===== src/rtl/qpmm_issue_ctrl_pkg.sv =====
// Field and multiplier constants for the BN254 16x16 parameter set (PARAMS_BN254_16_16).
// Shared by the issue controller and its result FIFO.
package qpmm_issue_ctrl_pkg;

   localparam int FP_W     = 256;
   localparam int QPMM_LAT = 4;

   localparam logic [FP_W-1:0] _P =
      256'h30644e72e131a029b85045b68181585d97816a916871ca8d3c208c16d87cfd47;

   typedef logic [FP_W-1:0] qpmm_fp_t;

   // Single conditional subtract; the multiplier output is already < 2P.
   function automatic qpmm_fp_t qpmm_canon(input qpmm_fp_t z);
      return (z >= _P) ? z - _P : z;
   endfunction

endpackage


===== src/rtl/qpmm_res_fifo.sv =====
// First-word-fall-through result FIFO; the head entry is visible whenever not empty.
// Overflow is prevented upstream by the credit counter, so writes are not gated here.
module qpmm_res_fifo #(
   parameter int DEPTH = 8,
   parameter int W     = 8
) (
   input  logic         clk,
   input  logic         rst,
   input  logic         wr_en,
   input  logic [W-1:0] wr_data,
   input  logic         rd_en,
   output logic [W-1:0] rd_data,
   output logic         empty
);

   localparam int AW = $clog2(DEPTH);

   logic [W-1:0]  mem [DEPTH];
   logic [AW-1:0] wr_ptr;
   logic [AW-1:0] rd_ptr;
   logic [AW:0]   count;

   always_ff @(posedge clk) begin
      if (rst) begin
         wr_ptr <= '0;
         rd_ptr <= '0;
         count  <= '0;
      end else begin
         if (wr_en) wr_ptr <= wr_ptr + 1'b1;
         if (rd_en) rd_ptr <= rd_ptr + 1'b1;
         case ({wr_en, rd_en})
            2'b10:   count <= count + 1'b1;
            2'b01:   count <= count - 1'b1;
            default: count <= count;
         endcase
      end
   end

   always_ff @(posedge clk) begin
      if (wr_en) mem[wr_ptr] <= wr_data;
   end

   assign rd_data = mem[rd_ptr];
   assign empty   = (count == '0);

endmodule


===== src/rtl/qpmm_issue_ctrl.sv =====
// Credit-based issue controller wrapping a fixed-latency modular multiplier and a result FIFO.
// Define QPMM_CANON_EN to add a registered final reduction (Z >= P ? Z-P : Z) before the FIFO.
module qpmm_issue_ctrl
   import qpmm_issue_ctrl_pkg::*;
#(
   parameter int FIFO_DEPTH = 8,
   parameter int TAG_W      = 4,
   parameter int MUL_LAT    = QPMM_LAT
) (
   input  logic                          clk,
   input  logic                          rst,
   input  logic                          in_valid,
   output logic                          in_ready,
   input  logic [FP_W-1:0]               in_a,
   input  logic [FP_W-1:0]               in_b,
   input  logic [TAG_W-1:0]              in_tag,
   output logic [FP_W-1:0]               mul_a,
   output logic [FP_W-1:0]               mul_b,
   input  logic [FP_W-1:0]               mul_z,
   output logic                          out_valid,
   input  logic                          out_ready,
   output logic [FP_W-1:0]               out_data,
   output logic [TAG_W-1:0]              out_tag,
   output logic [$clog2(FIFO_DEPTH):0]   inflight
);

   localparam int CW = $clog2(FIFO_DEPTH) + 1;

   logic [CW-1:0]    credits;
   logic             accept;
   logic             pop;
   logic [MUL_LAT:0] dl_valid;
   logic [TAG_W-1:0] dl_tag [MUL_LAT+1];

   logic             fifo_wr;
   logic [FP_W-1:0]  fifo_z;
   logic [TAG_W-1:0] fifo_tag;
   logic             fifo_empty;
   logic [FP_W+TAG_W-1:0] fifo_rd;

   // Ready comes only from the credit register, never from in_valid or out_ready.
   assign in_ready  = (credits != '0);
   assign accept    = in_valid && in_ready;
   assign out_valid = !fifo_empty;
   assign pop       = out_valid && out_ready;
   assign inflight  = CW'(FIFO_DEPTH) - credits;

   always_ff @(posedge clk) begin
      if (rst) begin
         mul_a    <= '0;
         mul_b    <= '0;
         dl_valid <= '0;
         credits  <= CW'(FIFO_DEPTH);
      end else begin
         if (accept) begin
            mul_a <= in_a;
            mul_b <= in_b;
         end
         dl_valid <= {dl_valid[MUL_LAT-1:0], accept};
         if (accept && !pop)      credits <= credits - 1'b1;
         else if (pop && !accept) credits <= credits + 1'b1;
      end
   end

   // Tags travel without reset; only the valid bits decide what reaches the FIFO.
   always_ff @(posedge clk) begin
      dl_tag[0] <= in_tag;
      for (int i = 1; i <= MUL_LAT; i++) dl_tag[i] <= dl_tag[i-1];
   end

`ifdef QPMM_CANON_EN
   logic             cn_valid;
   logic [FP_W-1:0]  cn_z;
   logic [TAG_W-1:0] cn_tag;

   always_ff @(posedge clk) begin
      if (rst) cn_valid <= 1'b0;
      else     cn_valid <= dl_valid[MUL_LAT];
   end

   always_ff @(posedge clk) begin
      cn_z   <= qpmm_canon(mul_z);
      cn_tag <= dl_tag[MUL_LAT];
   end

   assign fifo_wr  = cn_valid;
   assign fifo_z   = cn_z;
   assign fifo_tag = cn_tag;
`else
   assign fifo_wr  = dl_valid[MUL_LAT];
   assign fifo_z   = mul_z;
   assign fifo_tag = dl_tag[MUL_LAT];
`endif

   qpmm_res_fifo #(
      .DEPTH (FIFO_DEPTH),
      .W     (FP_W + TAG_W)
   ) u_fifo (
      .clk     (clk),
      .rst     (rst),
      .wr_en   (fifo_wr),
      .wr_data ({fifo_z, fifo_tag}),
      .rd_en   (pop),
      .rd_data (fifo_rd),
      .empty   (fifo_empty)
   );

   assign out_data = fifo_rd[FP_W+TAG_W-1:TAG_W];
   assign out_tag  = fifo_rd[TAG_W-1:0];

endmodule

===== config.mk =====
export PLATFORM = sky130hd
export DESIGN_NAME = qpmm_issue_ctrl
export DESIGN_NICKNAME = d
export VERILOG_FILES = /design/src/rtl/qpmm_issue_ctrl_pkg.sv /design/src/rtl/qpmm_res_fifo.sv /design/src/rtl/qpmm_issue_ctrl.sv
export SDC_FILE = /design/constraint.sdc
export NUM_CORES = 2
export LEC_CHECK = 0
export CAP_MARGIN = 20
export CELL_PAD_IN_SITES_DETAIL_PLACEMENT = 0
export CELL_PAD_IN_SITES_GLOBAL_PLACEMENT = 1
export CORE_AREA = 8 8 599 601
export CTS_BUF_LIST = sky130_fd_sc_hd__clkbuf_8
export DETAILED_ROUTE_END_ITERATION = 7
export DIE_AREA = 0 0 607 609
export GPL_TIMING_DRIVEN = 1
export HOLD_SLACK_MARGIN = 0.03
export PLACE_DENSITY = 0.61
export SLEW_MARGIN = 20
export SYNTH_ARGS = -nofsm -noshare
export SYNTH_HDL_FRONTEND = slang
export SYNTH_SLANG_ARGS = --single-unit

===== constraint.sdc =====
create_clock -name clk -period 33.1 [get_ports clk]
set_input_delay 8.275 -clock clk [delete_from_list [all_inputs] [get_ports clk]]
set_output_delay 8.275 -clock clk [all_outputs]
set_load 0.01 [all_outputs]

==> run metrics <==
clk_lat worst skew=roughly 1100 ps; first-pass GRT wire length=between 500000 and 600000 µm; total iterations of the first detailed-routing run=8; multi-input logic area=~0.022 mm²; Die Span X=607 µm; Root Buffer=clkbuf_8; Slew Limit Fails=0; post-synthesis async set-or-reset flop share=0%; EDFF count, synth=about 2.1k; Synth area leaders=edfxtp_1 (64%), mux4_2 (12%), dfxtp_1 (11%); yosys warns=0; drt total wl=463000 µm; Placer Congestion=~1.1; drt initial violations=about 5.2k; power density over cell area=58.2 mW/mm²; Die Area=~0.37 mm²; Worst-Margin Slew=approximately 1200 ps; TritonCTS clock tree=yes; worst hold path type=register to register; WL/cell=~38 µm; R2R Path Start=credits[1]$_SDFFE_PP0P_; # DRC=0; vias in the first global route=about 60k; syn_nets=~6.2k; RSZ-0062 raised after global routing=false; register area share after synthesis=between 70% and 80%; Post-Synth Simple-Gate Area=~4.3%; fin crit share=42.9%; largest family of logic cells by synthesized area=multiplexers; Worst Hold End=dl_tag[0][17]$_DFF_P_; Initial Util=between 20% and 30%; via/cell ratio=around 4.8; IO Pins=roughly 1.6k; Min Clock Period, post-route=roughly 14000 ps; Max rail drop VDD=0.0000414 V; total negative slack=0 ps; worst clock skew=approximately 130 ps; compound-cell area share of the yosys netlist=2.86%; status=finished, final reports clean; Setup violations, final=0; I/O Buffers=1553; CP required=about 25000 ps; GRT Total Usage=between 20 and 25%; CTS Hold Buffers Added=0; clock-pin slew on the worst setup and hold paths=~60 ps; layout cells sized above 1=20.2%; Final nets=roughly 7.9k; Core ar.=roughly 0.35 mm²; total grt overflow=0; WHS=between 300 and 400 ps; #FFs+latches synth=2634; Vias=between 50k and 60k; hold_sp=dl_tag[0][13]$_DFF_P_; synthesized area per cell=roughly 18 µm²; XOR/XNOR Fraction of Synth Area=less than 1%; max frequency=~70 MHz; H-tree depth=5; kind of critical path=register to output pin; adder-cell share of the synthesized area=less than 1%; Area Overhead vs Synth=29.8%; register area=0.0736 mm²; Final Hold Fails=0; Yosys top cell area share=approximately 64%; mux cell area share after synthesis=between 15 and 20%; WP data arrival=between 5000 and 6000 ps; Final ANT Viol Nets=0; total power=between 7 and 8 mW; synthesized cell area=0.0976 mm²; hold path depth=0; clk sinks=around 2.6k; Die Y=between 600 and 700 µm; dominant register cell in the synthesized netlist=edfxtp_1; Slew Limit Headroom=between 20% and 30%; distinct cell type count after synthesis=47; max cap viols=0; depth of the most critical reg-to-reg path=10; Leak=40.7 nW; Rows=between 200 and 250; largest net degree at the start of global routing=between 150 and 200; initial antenna violation count=~360; CTS Buf Count=461; Setup Fix Bufs, Post-CTS=0; DPL Wire Length=342000 µm; CP startpoint kind=register; Syn Inst Count=around 5.4k; post-CTS sizing=0; top cell type by total area after synthesis=edfxtp_1; crit end category=output pin; Reg2Reg Capture Point=mul_a[87]$_SDFFE_PP0N_; Max Fanout on Critical Path=78; final-layout fill cell count=roughly 33k; Max Root-Sink Buffers=4; R2R setup slack=between 20000 and 30000 ps
[cells by family after synthesis]
kind of cell / count (synthesis)
mux: 787
buf+inv: 330
fa+ha+maj: 7
flops: 2634
xor+xnor: 10
simple gates: 1084
compound gates: 527
[cells in the mapped netlist (5+ instances only)]
| library cell | n |
|---|---|
| mux4_2 | 520 |
| clkbuf_1 | 130 |
| buf_6 | 98 |
| buf_2 | 73 |
| mux2i_1 | 5 |
| dfxtp_1 | 554 |
| nand3_1 | 5 |
| buf_1 | 13 |
| a21oi_1 | 484 |
| nor2b_1 | 6 |
| nand2_1 | 1002 |
| a21oi_2 | 30 |
| edfxtp_1 | 2080 |
| nor2_1 | 21 |
| ha_1 | 7 |
| xor2_1 | 7 |
| nand2_2 | 30 |
| mux2_2 | 262 |
| inv_1 | 6 |
[cell usage in the layout (no fill, tap or decap), types with 5 or more instances in the layout]
master              n
inv_16              5
dfxtp_1           551
clkinv_2           62
diode_2            59
a21oi_1           484
inv_1             145
bufinv_16          13
mux2_2            262
edfxtp_1         2080
mux2i_1             5
ha_1                7
nand2_2            30
nor2_1             15
clkinv_8            5
nand2_1          1002
a21oi_2            30
buf_12             21
nor2b_1             6
clkdlybuf4s50_1  1552
mux4_2            520
xor2_1              7
clkinv_1          108
buf_4              41
inv_12              8
nand3_1             5
nor2_4              6
clkinvlp_4          6
clkbuf_8          495
[power breakdown]
group	internal, mW	switching [mW]
Clock	1.49	1.42
Sequential	3.64	0.0940
Combinational	0.292	0.441
Total	5.42	1.96
[final cells by class]
type | instances | share of cell area [%]
flip-flops and latches | 2634 | 58.1
multi-input cells | 2415 | 17.3
repair buffers | 1618 | 12.9
clock buffers | 495 | 5.38
well taps | 4599 | 4.54
clock inverters | 350 | 1.60
diodes | 59 | 0.117
inverters | 7 | 0.0336
[per-stage QoR]
stage	worst slack, ps	cells	area, µm²	utilization [%]
6_report	18890	12200	127000	36.3
5_1_grt	18310	12100	127000	36.3
4_1_cts	18580	12100	126000	36.3
3_5_place_dp	19780	11300	118000	33.7
3_3_place_gp	19830	11300	118000	33.7
2_1_floorplan	13700	5379	97600	-
[worst max path at each step]
stage / start / to / slack [ps]
global placement: register / out_data[11] / 19830
floorplan: dl_valid[4]$_SDFF_PP0_ / u_fifo.mem[0][0]$_DFFE_PP_ / 13700
detailed placement: register / out_data[49] / 19780
CTS: register / out_data[49] / 18580
finish: register / out_data[49] / 18890
global route: register / out_data[157] / 18310
[worst max-delay path, stage by stage, from the launching register on]
cell	delay (ps)
dfxtp_4	770
buf_4	770
buf_12	410
buf_16	500
buf_4	800
mux4_2	600
mux2_2	280
clkdlybuf4s50_1	570
[sequential cells by signal, summed over array words and instances, names as in the netlist, named ones only]
name / flops
mul_a: 256
dl_tag: 20
mul_b: 256
u_fifo.rd_ptr: 3
dl_valid: 5
u_fifo.wr_ptr: 3
u_fifo.mem: 2080
u_fifo.count: 4
credits: 4
[layer usage]
| layer | vias to the layer above | GRT usage, % | share of wire [%] |
|---|---|---|---|
| li1 | 24400 | - | - |
| met2 | 2728 | 39.7 | 47 |
| met4 | 82 | 5.24 | 2.6 |
| met3 | 966 | 9.59 | 10 |
| met5 | - | 0 | 0.12 |
| met1 | 30200 | 30.1 | 40 |
Power figures use the tool's default switching activity.
